--- config.mk ---
export PLATFORM = sky130hd
export DESIGN_NAME = dom1_skinny_rnd_ctrl_flat
export DESIGN_NICKNAME = d
export VERILOG_FILES = /design/src/rtl/dom1_skinny_pkg.sv /design/src/rtl/dom1_skinny_rnd_ctrl_if.sv /design/src/rtl/dom1_skinny_phase_seq.sv /design/src/rtl/dom1_skinny_rnd_ctrl.sv /design/src/flat_wrapper.sv
export SDC_FILE = /design/constraint.sdc
export NUM_CORES = 1
export LEC_CHECK = 0
export ABC_CLOCK_PERIOD_IN_PS = 29000
export CORE_AREA = 2 2 401 403
export CTS_CLUSTER_DIAMETER = 50
export DETAILED_ROUTE_END_ITERATION = 12
export DIE_AREA = 0 0 403 405
export PLACE_DENSITY = 0.39
export SLEW_MARGIN = 10
export SYNTH_ARGS = -nofsm -noshare
export SYNTH_HDL_FRONTEND = slang
export SYNTH_HIERARCHICAL = 1
export SYNTH_SLANG_ARGS = --single-unit
--- constraint.sdc ---
create_clock -name clk -period 29 [get_ports clk]
set_input_delay 8.7 -clock clk [delete_from_list [all_inputs] [get_ports clk]]
set_output_delay 8.7 -clock clk [all_outputs]
set_load 0.01 [all_outputs]
--- src/rtl/dom1_skinny_pkg.sv ---
// Shared types and constants for the DOM-1 Skinny-128-384+ round controller.
package dom1_skinny_pkg;

  localparam int SKINNY_ROUNDS = 40;
  localparam int SKINNY_LAYERS = 4;
  localparam int SHARE_W       = 128;

  typedef enum logic [2:0] {
    IDLE = 3'd0,
    L0   = 3'd1,
    L1   = 3'd2,
    L2   = 3'd3,
    L3   = 3'd4,
    CAP  = 3'd5,
    DONE = 3'd6
  } phase_e;

endpackage

--- src/rtl/dom1_skinny_rnd_ctrl_if.sv ---
// Bus between the round controller (slave) and its environment (master):
// host start/plaintext, randomness handshake, round datapath shares,
// tweakey-schedule strobes and ciphertext.
interface dom1_skinny_rnd_ctrl_if
  import dom1_skinny_pkg::*;
#(
  parameter int RW = 6
);

  logic                     start;
  logic [SHARE_W-1:0]       pt0;
  logic [SHARE_W-1:0]       pt1;
  logic                     rnd_vld;
  logic                     rnd_req;
  logic [SKINNY_LAYERS-1:0] en;
  logic [SHARE_W-1:0]       sshi0;
  logic [SHARE_W-1:0]       sshi1;
  logic [SHARE_W-1:0]       ssho0;
  logic [SHARE_W-1:0]       ssho1;
  logic [RW-1:0]            rnd_idx;
  logic                     tk_nxt;
  logic                     busy;
  logic                     done;
  logic [SHARE_W-1:0]       ct0;
  logic [SHARE_W-1:0]       ct1;

  modport master (
    output start, pt0, pt1, rnd_vld, ssho0, ssho1,
    input  rnd_req, en, sshi0, sshi1, rnd_idx, tk_nxt, busy, done, ct0, ct1
  );

  modport slave (
    input  start, pt0, pt1, rnd_vld, ssho0, ssho1,
    output rnd_req, en, sshi0, sshi1, rnd_idx, tk_nxt, busy, done, ct0, ct1
  );

endinterface

--- src/rtl/dom1_skinny_phase_seq.sv ---
// Phase sequencer: walks IDLE -> L0..L3 -> CAP per round, stalls each
// S-box layer until fresh randomness is valid, decodes the one-hot layer
// enable and counts rounds.
module dom1_skinny_phase_seq
  import dom1_skinny_pkg::*;
#(
  parameter int ROUNDS = SKINNY_ROUNDS,
  parameter int RW     = 6
) (
  input  logic                     clk,
  input  logic                     rst,
  input  logic                     start,
  input  logic                     rnd_vld,
  output phase_e                   phase,
  output logic [SKINNY_LAYERS-1:0] en,
  output logic                     rnd_req,
  output logic [RW-1:0]            rnd_idx,
  output logic                     cap,
  output logic                     last
);

  localparam logic [RW-1:0] LAST_IDX = RW'(ROUNDS - 1);

  phase_e        phase_q, phase_d;
  logic [RW-1:0] rnd_idx_q, rnd_idx_d;

  // Phase and round-counter registers.
  always_ff @(posedge clk or posedge rst) begin
    if (rst) begin
      phase_q   <= IDLE;
      rnd_idx_q <= '0;
    end else begin
      phase_q   <= phase_d;
      rnd_idx_q <= rnd_idx_d;
    end
  end

  // Next phase, layer enables gated by rnd_vld, and round-counter update.
  always_comb begin
    phase_d   = phase_q;
    rnd_idx_d = rnd_idx_q;
    en        = '0;
    rnd_req   = 1'b0;
    unique case (phase_q)
      IDLE: begin
        if (start) begin
          phase_d   = L0;
          rnd_idx_d = '0;
        end
      end
      L0: begin
        rnd_req = 1'b1;
        en[0]   = rnd_vld;
        if (rnd_vld) phase_d = L1;
      end
      L1: begin
        rnd_req = 1'b1;
        en[1]   = rnd_vld;
        if (rnd_vld) phase_d = L2;
      end
      L2: begin
        rnd_req = 1'b1;
        en[2]   = rnd_vld;
        if (rnd_vld) phase_d = L3;
      end
      L3: begin
        rnd_req = 1'b1;
        en[3]   = rnd_vld;
        if (rnd_vld) phase_d = CAP;
      end
      CAP: begin
        if (rnd_idx_q == LAST_IDX) begin
          phase_d = DONE;
        end else begin
          rnd_idx_d = rnd_idx_q + RW'(1);
          phase_d   = L0;
        end
      end
      DONE: begin
        phase_d = IDLE;
      end
      default: begin
        phase_d = IDLE;
      end
    endcase
  end

  assign phase   = phase_q;
  assign rnd_idx = rnd_idx_q;
  assign cap     = (phase_q == CAP);
  assign last    = (rnd_idx_q == LAST_IDX);

endmodule

--- src/rtl/dom1_skinny_rnd_ctrl.sv ---
// DOM-1 Skinny-128-384+ round controller: holds the two state shares,
// feeds them to the round datapath and captures its output once per round.
// Shares are kept strictly separate; they are never combined here.
// Optional build macro DOM1_SKINNY_ZEROIZE_EN: ciphertext is copied into a
// dedicated hold register at DONE and the state shares are wiped on the
// return to IDLE, so the datapath inputs read zero while idle.
module dom1_skinny_rnd_ctrl
  import dom1_skinny_pkg::*;
#(
  parameter int ROUNDS = SKINNY_ROUNDS,
  parameter int RW     = 6
) (
  input logic                   clk,
  input logic                   rst,
  dom1_skinny_rnd_ctrl_if.slave bus
);

  phase_e                   phase;
  logic [SKINNY_LAYERS-1:0] en;
  logic                     rnd_req;
  logic [RW-1:0]            rnd_idx;
  logic                     cap;
  logic                     last;
  logic                     load;
  logic [SHARE_W-1:0]       state0_q, state0_d;
  logic [SHARE_W-1:0]       state1_q, state1_d;

  dom1_skinny_phase_seq #(
    .ROUNDS (ROUNDS),
    .RW     (RW)
  ) u_seq (
    .clk     (clk),
    .rst     (rst),
    .start   (bus.start),
    .rnd_vld (bus.rnd_vld),
    .phase   (phase),
    .en      (en),
    .rnd_req (rnd_req),
    .rnd_idx (rnd_idx),
    .cap     (cap),
    .last    (last)
  );

  assign load = (phase == IDLE) && bus.start;

  // State shares: load plaintext on start, capture datapath output at CAP.
  always_comb begin
    state0_d = state0_q;
    state1_d = state1_q;
    if (load) begin
      state0_d = bus.pt0;
      state1_d = bus.pt1;
    end else if (cap) begin
      state0_d = bus.ssho0;
      state1_d = bus.ssho1;
    end
`ifdef DOM1_SKINNY_ZEROIZE_EN
    else if (phase == DONE) begin
      state0_d = '0;
      state1_d = '0;
    end
`endif
  end

  // State share registers.
  always_ff @(posedge clk or posedge rst) begin
    if (rst) begin
      state0_q <= '0;
      state1_q <= '0;
    end else begin
      state0_q <= state0_d;
      state1_q <= state1_d;
    end
  end

`ifdef DOM1_SKINNY_ZEROIZE_EN
  logic [SHARE_W-1:0] ct0_q, ct0_d;
  logic [SHARE_W-1:0] ct1_q, ct1_d;

  // Ciphertext hold: snapshot the final state during DONE.
  always_comb begin
    ct0_d = ct0_q;
    ct1_d = ct1_q;
    if (phase == DONE) begin
      ct0_d = state0_q;
      ct1_d = state1_q;
    end
  end

  // Ciphertext hold registers.
  always_ff @(posedge clk or posedge rst) begin
    if (rst) begin
      ct0_q <= '0;
      ct1_q <= '0;
    end else begin
      ct0_q <= ct0_d;
      ct1_q <= ct1_d;
    end
  end

  assign bus.ct0 = ct0_q;
  assign bus.ct1 = ct1_q;
`else
  assign bus.ct0 = state0_q;
  assign bus.ct1 = state1_q;
`endif

  assign bus.sshi0   = state0_q;
  assign bus.sshi1   = state1_q;
  assign bus.en      = en;
  assign bus.rnd_req = rnd_req;
  assign bus.rnd_idx = rnd_idx;
  assign bus.tk_nxt  = cap;
  assign bus.busy    = (phase != IDLE) && (phase != DONE);
  assign bus.done    = (phase == DONE) && last;

endmodule

--- src/flat_wrapper.sv ---
// flat-port wrapper written by rule: the top's interface ports become plain ports
module dom1_skinny_rnd_ctrl_flat import dom1_skinny_pkg::*;
#(
  parameter int ROUNDS = SKINNY_ROUNDS,
  parameter int RW     = 6
)
  (clk, rst, bus_start, bus_pt0, bus_pt1, bus_rnd_vld, bus_ssho0, bus_ssho1, bus_rnd_req, bus_en, bus_sshi0, bus_sshi1, bus_rnd_idx, bus_tk_nxt, bus_busy, bus_done, bus_ct0, bus_ct1);
  dom1_skinny_rnd_ctrl_if #(.RW(RW)) bus_i ();
  input logic clk;
  input logic rst;
  input wire logic [$bits(bus_i.start)-1:0] bus_start;
  input wire logic [$bits(bus_i.pt0)-1:0] bus_pt0;
  input wire logic [$bits(bus_i.pt1)-1:0] bus_pt1;
  input wire logic [$bits(bus_i.rnd_vld)-1:0] bus_rnd_vld;
  input wire logic [$bits(bus_i.ssho0)-1:0] bus_ssho0;
  input wire logic [$bits(bus_i.ssho1)-1:0] bus_ssho1;
  output wire logic [$bits(bus_i.rnd_req)-1:0] bus_rnd_req;
  output wire logic [$bits(bus_i.en)-1:0] bus_en;
  output wire logic [$bits(bus_i.sshi0)-1:0] bus_sshi0;
  output wire logic [$bits(bus_i.sshi1)-1:0] bus_sshi1;
  output wire logic [$bits(bus_i.rnd_idx)-1:0] bus_rnd_idx;
  output wire logic [$bits(bus_i.tk_nxt)-1:0] bus_tk_nxt;
  output wire logic [$bits(bus_i.busy)-1:0] bus_busy;
  output wire logic [$bits(bus_i.done)-1:0] bus_done;
  output wire logic [$bits(bus_i.ct0)-1:0] bus_ct0;
  output wire logic [$bits(bus_i.ct1)-1:0] bus_ct1;
  assign bus_i.start = bus_start;
  assign bus_i.pt0 = bus_pt0;
  assign bus_i.pt1 = bus_pt1;
  assign bus_i.rnd_vld = bus_rnd_vld;
  assign bus_i.ssho0 = bus_ssho0;
  assign bus_i.ssho1 = bus_ssho1;
  assign bus_rnd_req = bus_i.rnd_req;
  assign bus_en = bus_i.en;
  assign bus_sshi0 = bus_i.sshi0;
  assign bus_sshi1 = bus_i.sshi1;
  assign bus_rnd_idx = bus_i.rnd_idx;
  assign bus_tk_nxt = bus_i.tk_nxt;
  assign bus_busy = bus_i.busy;
  assign bus_done = bus_i.done;
  assign bus_ct0 = bus_i.ct0;
  assign bus_ct1 = bus_i.ct1;
  dom1_skinny_rnd_ctrl #(.ROUNDS(ROUNDS), .RW(RW)) u_core (.clk(clk), .rst(rst), .bus(bus_i));
endmodule
==> flow_metrics.tcl <==
set metrics [dict create \
    ys_types 34 \
    r2r_cells 7 \
    multi_input_area_sq_um 7010 \
    nets 2468 \
    grt-ovfl-total 0 \
    ir_drop_mv 0.0473 \
    initial_core_util_pct 10.2 \
    leakagePower_nw 11.8 \
    relSlewSlack_pct 31.3 \
    dp_slack_ns 10.20 \
    clk_path_buf_depth 3 \
    cts-buffers-inserted 68 \
    htreeDepth 3 \
    die_w_um 403 \
    outcome "finished, final reports clean" \
    reg2reg_to "u_core/bus.ct1[91]" \
    finalHoldViolations 0 \
    syn-num-nets 1661 \
    cpMostUsedCell "clkdlybuf4s50_1" \
    synthToLayoutAreaGrowth_pct 79.5 \
    syn_area_per_cell_sq_um 14.2 \
    endpoint_kind "output pin" \
    powerDensity_nw_per_um2 118 \
    yosysSeqAreaShare_pct 40.8 \
    final_common_cell "clkdlybuf4s50_1" \
    cp_cell_sequence "clkdlybuf4s50_1 -> nand2_1 -> nor3_1 -> clkdlybuf4s50_1" \
    first_global_vias 13200 \
    synth_top_area_share_pct 40.8 \
    final.setup.tns_ns 0 \
    r2r_slack_ns 24.52 \
    slew_viol_final 0 \
    final_util_pct 18.3 \
    netlist_instances 1144 \
    fmax_mhz 53.2 \
    drive_gt1_share_pct 32.2 \
    reg2reg_from "u_core/u_seq/phase[2]" \
    drt-wirelength-per-cell_um 25.2 \
    place_congestion 0.800 \
    async_reset_ff_share_pct 100 \
    synthTopCellsByArea "dfrtp_1 (41%), mux2_4 (22%), mux2_2 (19%)" \
    max_cap_viol_count 0 \
    worstPathMaxFanout 3 \
    finalCriticalPeriod_ns 18.81 \
    grt_pass1_wl_um 131000 \
    required_ns 20.30 \
    crit_type "in -> out" \
    drt_iter0_markers 390 \
    synth_edf_count 0 \
    rows 147 \
    pin_count 1042 \
    fin_worst_skew_ns 0.0291 \
    cp-endpoint "bus_en[0]" \
    die_h_um 405 \
    clock_sinks 265 \
    yosysWarningCount 6 \
    synth_ff_type "dfrtp_1" \
    seqCellArea_sq_um 6630 \
    cts.repair.resized 0 \
    insertion_delay_ns 0.63 \
    fp.coreArea_sq_um 159000 \
    ant_nets 0 \
    slowest_stage "clkdlybuf4s50_1" \
    post_cts_buffers 0 \
    cts_root_buf "clkbuf_16" \
    path_clk_slew_ns 0.05 \
    io_buffers 1041 \
    syn-cell-area_sq_um 16200 \
    dp_hpwl_um 86600 \
    dr_total_vias 12400 \
    groute.usage.overall_pct 12.2 \
    dieArea_sq_um 163000 \
    hold_ws_ns 0.566 \
    antenna_found_initial 85 \
    drt_pass1_iterations 6 \
    totalWireLength_um 104000 \
    finalWorstSetupSlack_ns 10.19 \
    startpoint "bus_rnd_vld" \
    crit_arrival_ns 10.11 \
    nFillCells 17400 \
    cp_slowest_stage_delay_ns 0.58 \
    hold_class "reg -> reg" \
    hold_buffers 0 \
    rsz0062_at_grt "no" \
    yosysTopAreaCell "dfrtp_1" \
    setup_viol 0 \
    ys_ff_latch 265 \
    drc 0 \
    tightestPinTransition_ns 1.03 \
    fin_crit_sh_pct 64.9 \
    drt-vias-per-instance 3.02 \
    grt_start_max_net_pins 95 \
    critPathLaunchType "input port" \
    layout_common_cells "clkdlybuf4s50_1 (1,041), mux2_2 (272), dfrtp_1 (265)" \
    cts_tree "built" \
]
-- logic make-up (layout without fill, tap and decap cells) --
kind of cell | after synthesis | after routing | share of synthesized area [%]
xor gates and xnor gates | 5 | 5 | 0.270
buffers and inverters | 323 | 1179 | 16.1
DFF | 265 | 265 | 40.8
other | 0 | 16 | 0
and+or+nand+nor | 24 | 24 | 1.01
muxes | 514 | 514 | 41.2
adders and majority gates | 1 | 1 | 0.0770
AOI/OAI and AO/OA | 12 | 12 | 0.555
-- cell usage after synthesis (2+ instances only) --
master and instances:
a21oi_1 5, buf_1 5, buf_12 22, buf_2 20
buf_4 257, buf_6 7, clkbuf_1 5, dfrtp_1 265
inv_1 7, mux2_2 272, mux2_4 241, nand2_1 2
nand2b_1 3, nand4_1 3, nor2_1 8, xnor2_1 2
xor2_1 3
-- through the flow --
step | std cells | total power, mW | instance area [sq um]
5_1_grt | 4087 | 3.63 | 29100
4_1_cts | 4086 | 3.53 | 29100
6_report | 4102 | 3.45 | 29200
3_3_place_gp | 3967 | 2.71 | 26800
3_5_place_dp | 3967 | 2.70 | 26800
2_1_floorplan | 1144 | 1.86 | 16200
-- worst min path at each step --
stage / startpoint / end / slack, ns / depth (start not counted)
after floorplan: u_core/u_seq/rnd_idx[1] / u_core/u_seq/rnd_idx[1] / 0.58 / 1
after global placement: u_core/u_seq/rnd_idx[1] / u_core/u_seq/rnd_idx[1] / 0.56 / 1
after detailed placement: u_core/u_seq/rnd_idx[1] / u_core/u_seq/rnd_idx[1] / 0.55 / 1
after CTS: u_core/u_seq/rnd_idx[1] / u_core/u_seq/rnd_idx[1] / 0.57 / 1
after global routing: u_core/u_seq/rnd_idx[1] / u_core/u_seq/rnd_idx[1] / 0.61 / 1
final: u_core/u_seq/rnd_idx[1] / u_core/u_seq/rnd_idx[1] / 0.57 / 1
-- sequential cells by signal, indices dropped and copies added (netlist names) --
signal and flops:
u_core/bus.ct0 128, u_core/bus.ct1 128, u_core/u_seq/phase 3, u_core/u_seq/rnd_idx 6
-- routing by layer --
metal	track usage (%)	up-vias	wire, um
li1	-	5420	-
met1	15.0	6055	43100
met2	20.7	688	50800
met3	3.65	195	7490
met4	2.79	24	2070
met5	0	-	151
-- layout make-up --
type	instances	share of cell area, %
antenna	16	0.137
clock buffer	87	6.57
clock inverter	32	1.35
inverter	7	0.142
multi-input combinational	556	24.0
sequential	265	22.7
tap	2086	8.95
timing repair buffer	1053	36.1
-- power by group --
| group | total, mW | switching, mW | internal, mW | leakage (nW) |
|---|---|---|---|---|
| sequential | 0.833 | 0.270 | 0.563 | 3.13 |
| clock | 0.787 | 0.262 | 0.525 | 1.12 |
| combinational | 1.83 | 0.653 | 1.18 | 7.50 |
| total | 3.45 | 1.19 | 2.27 | 11.8 |
-- worst max-delay path, delay by kind of cell --
family                 cells  cell delay, ns
and+or+nand+nor            2            0.32
buffers and inverters      2            1.09
No activity file was read; power rests on OpenSTA's default activity.
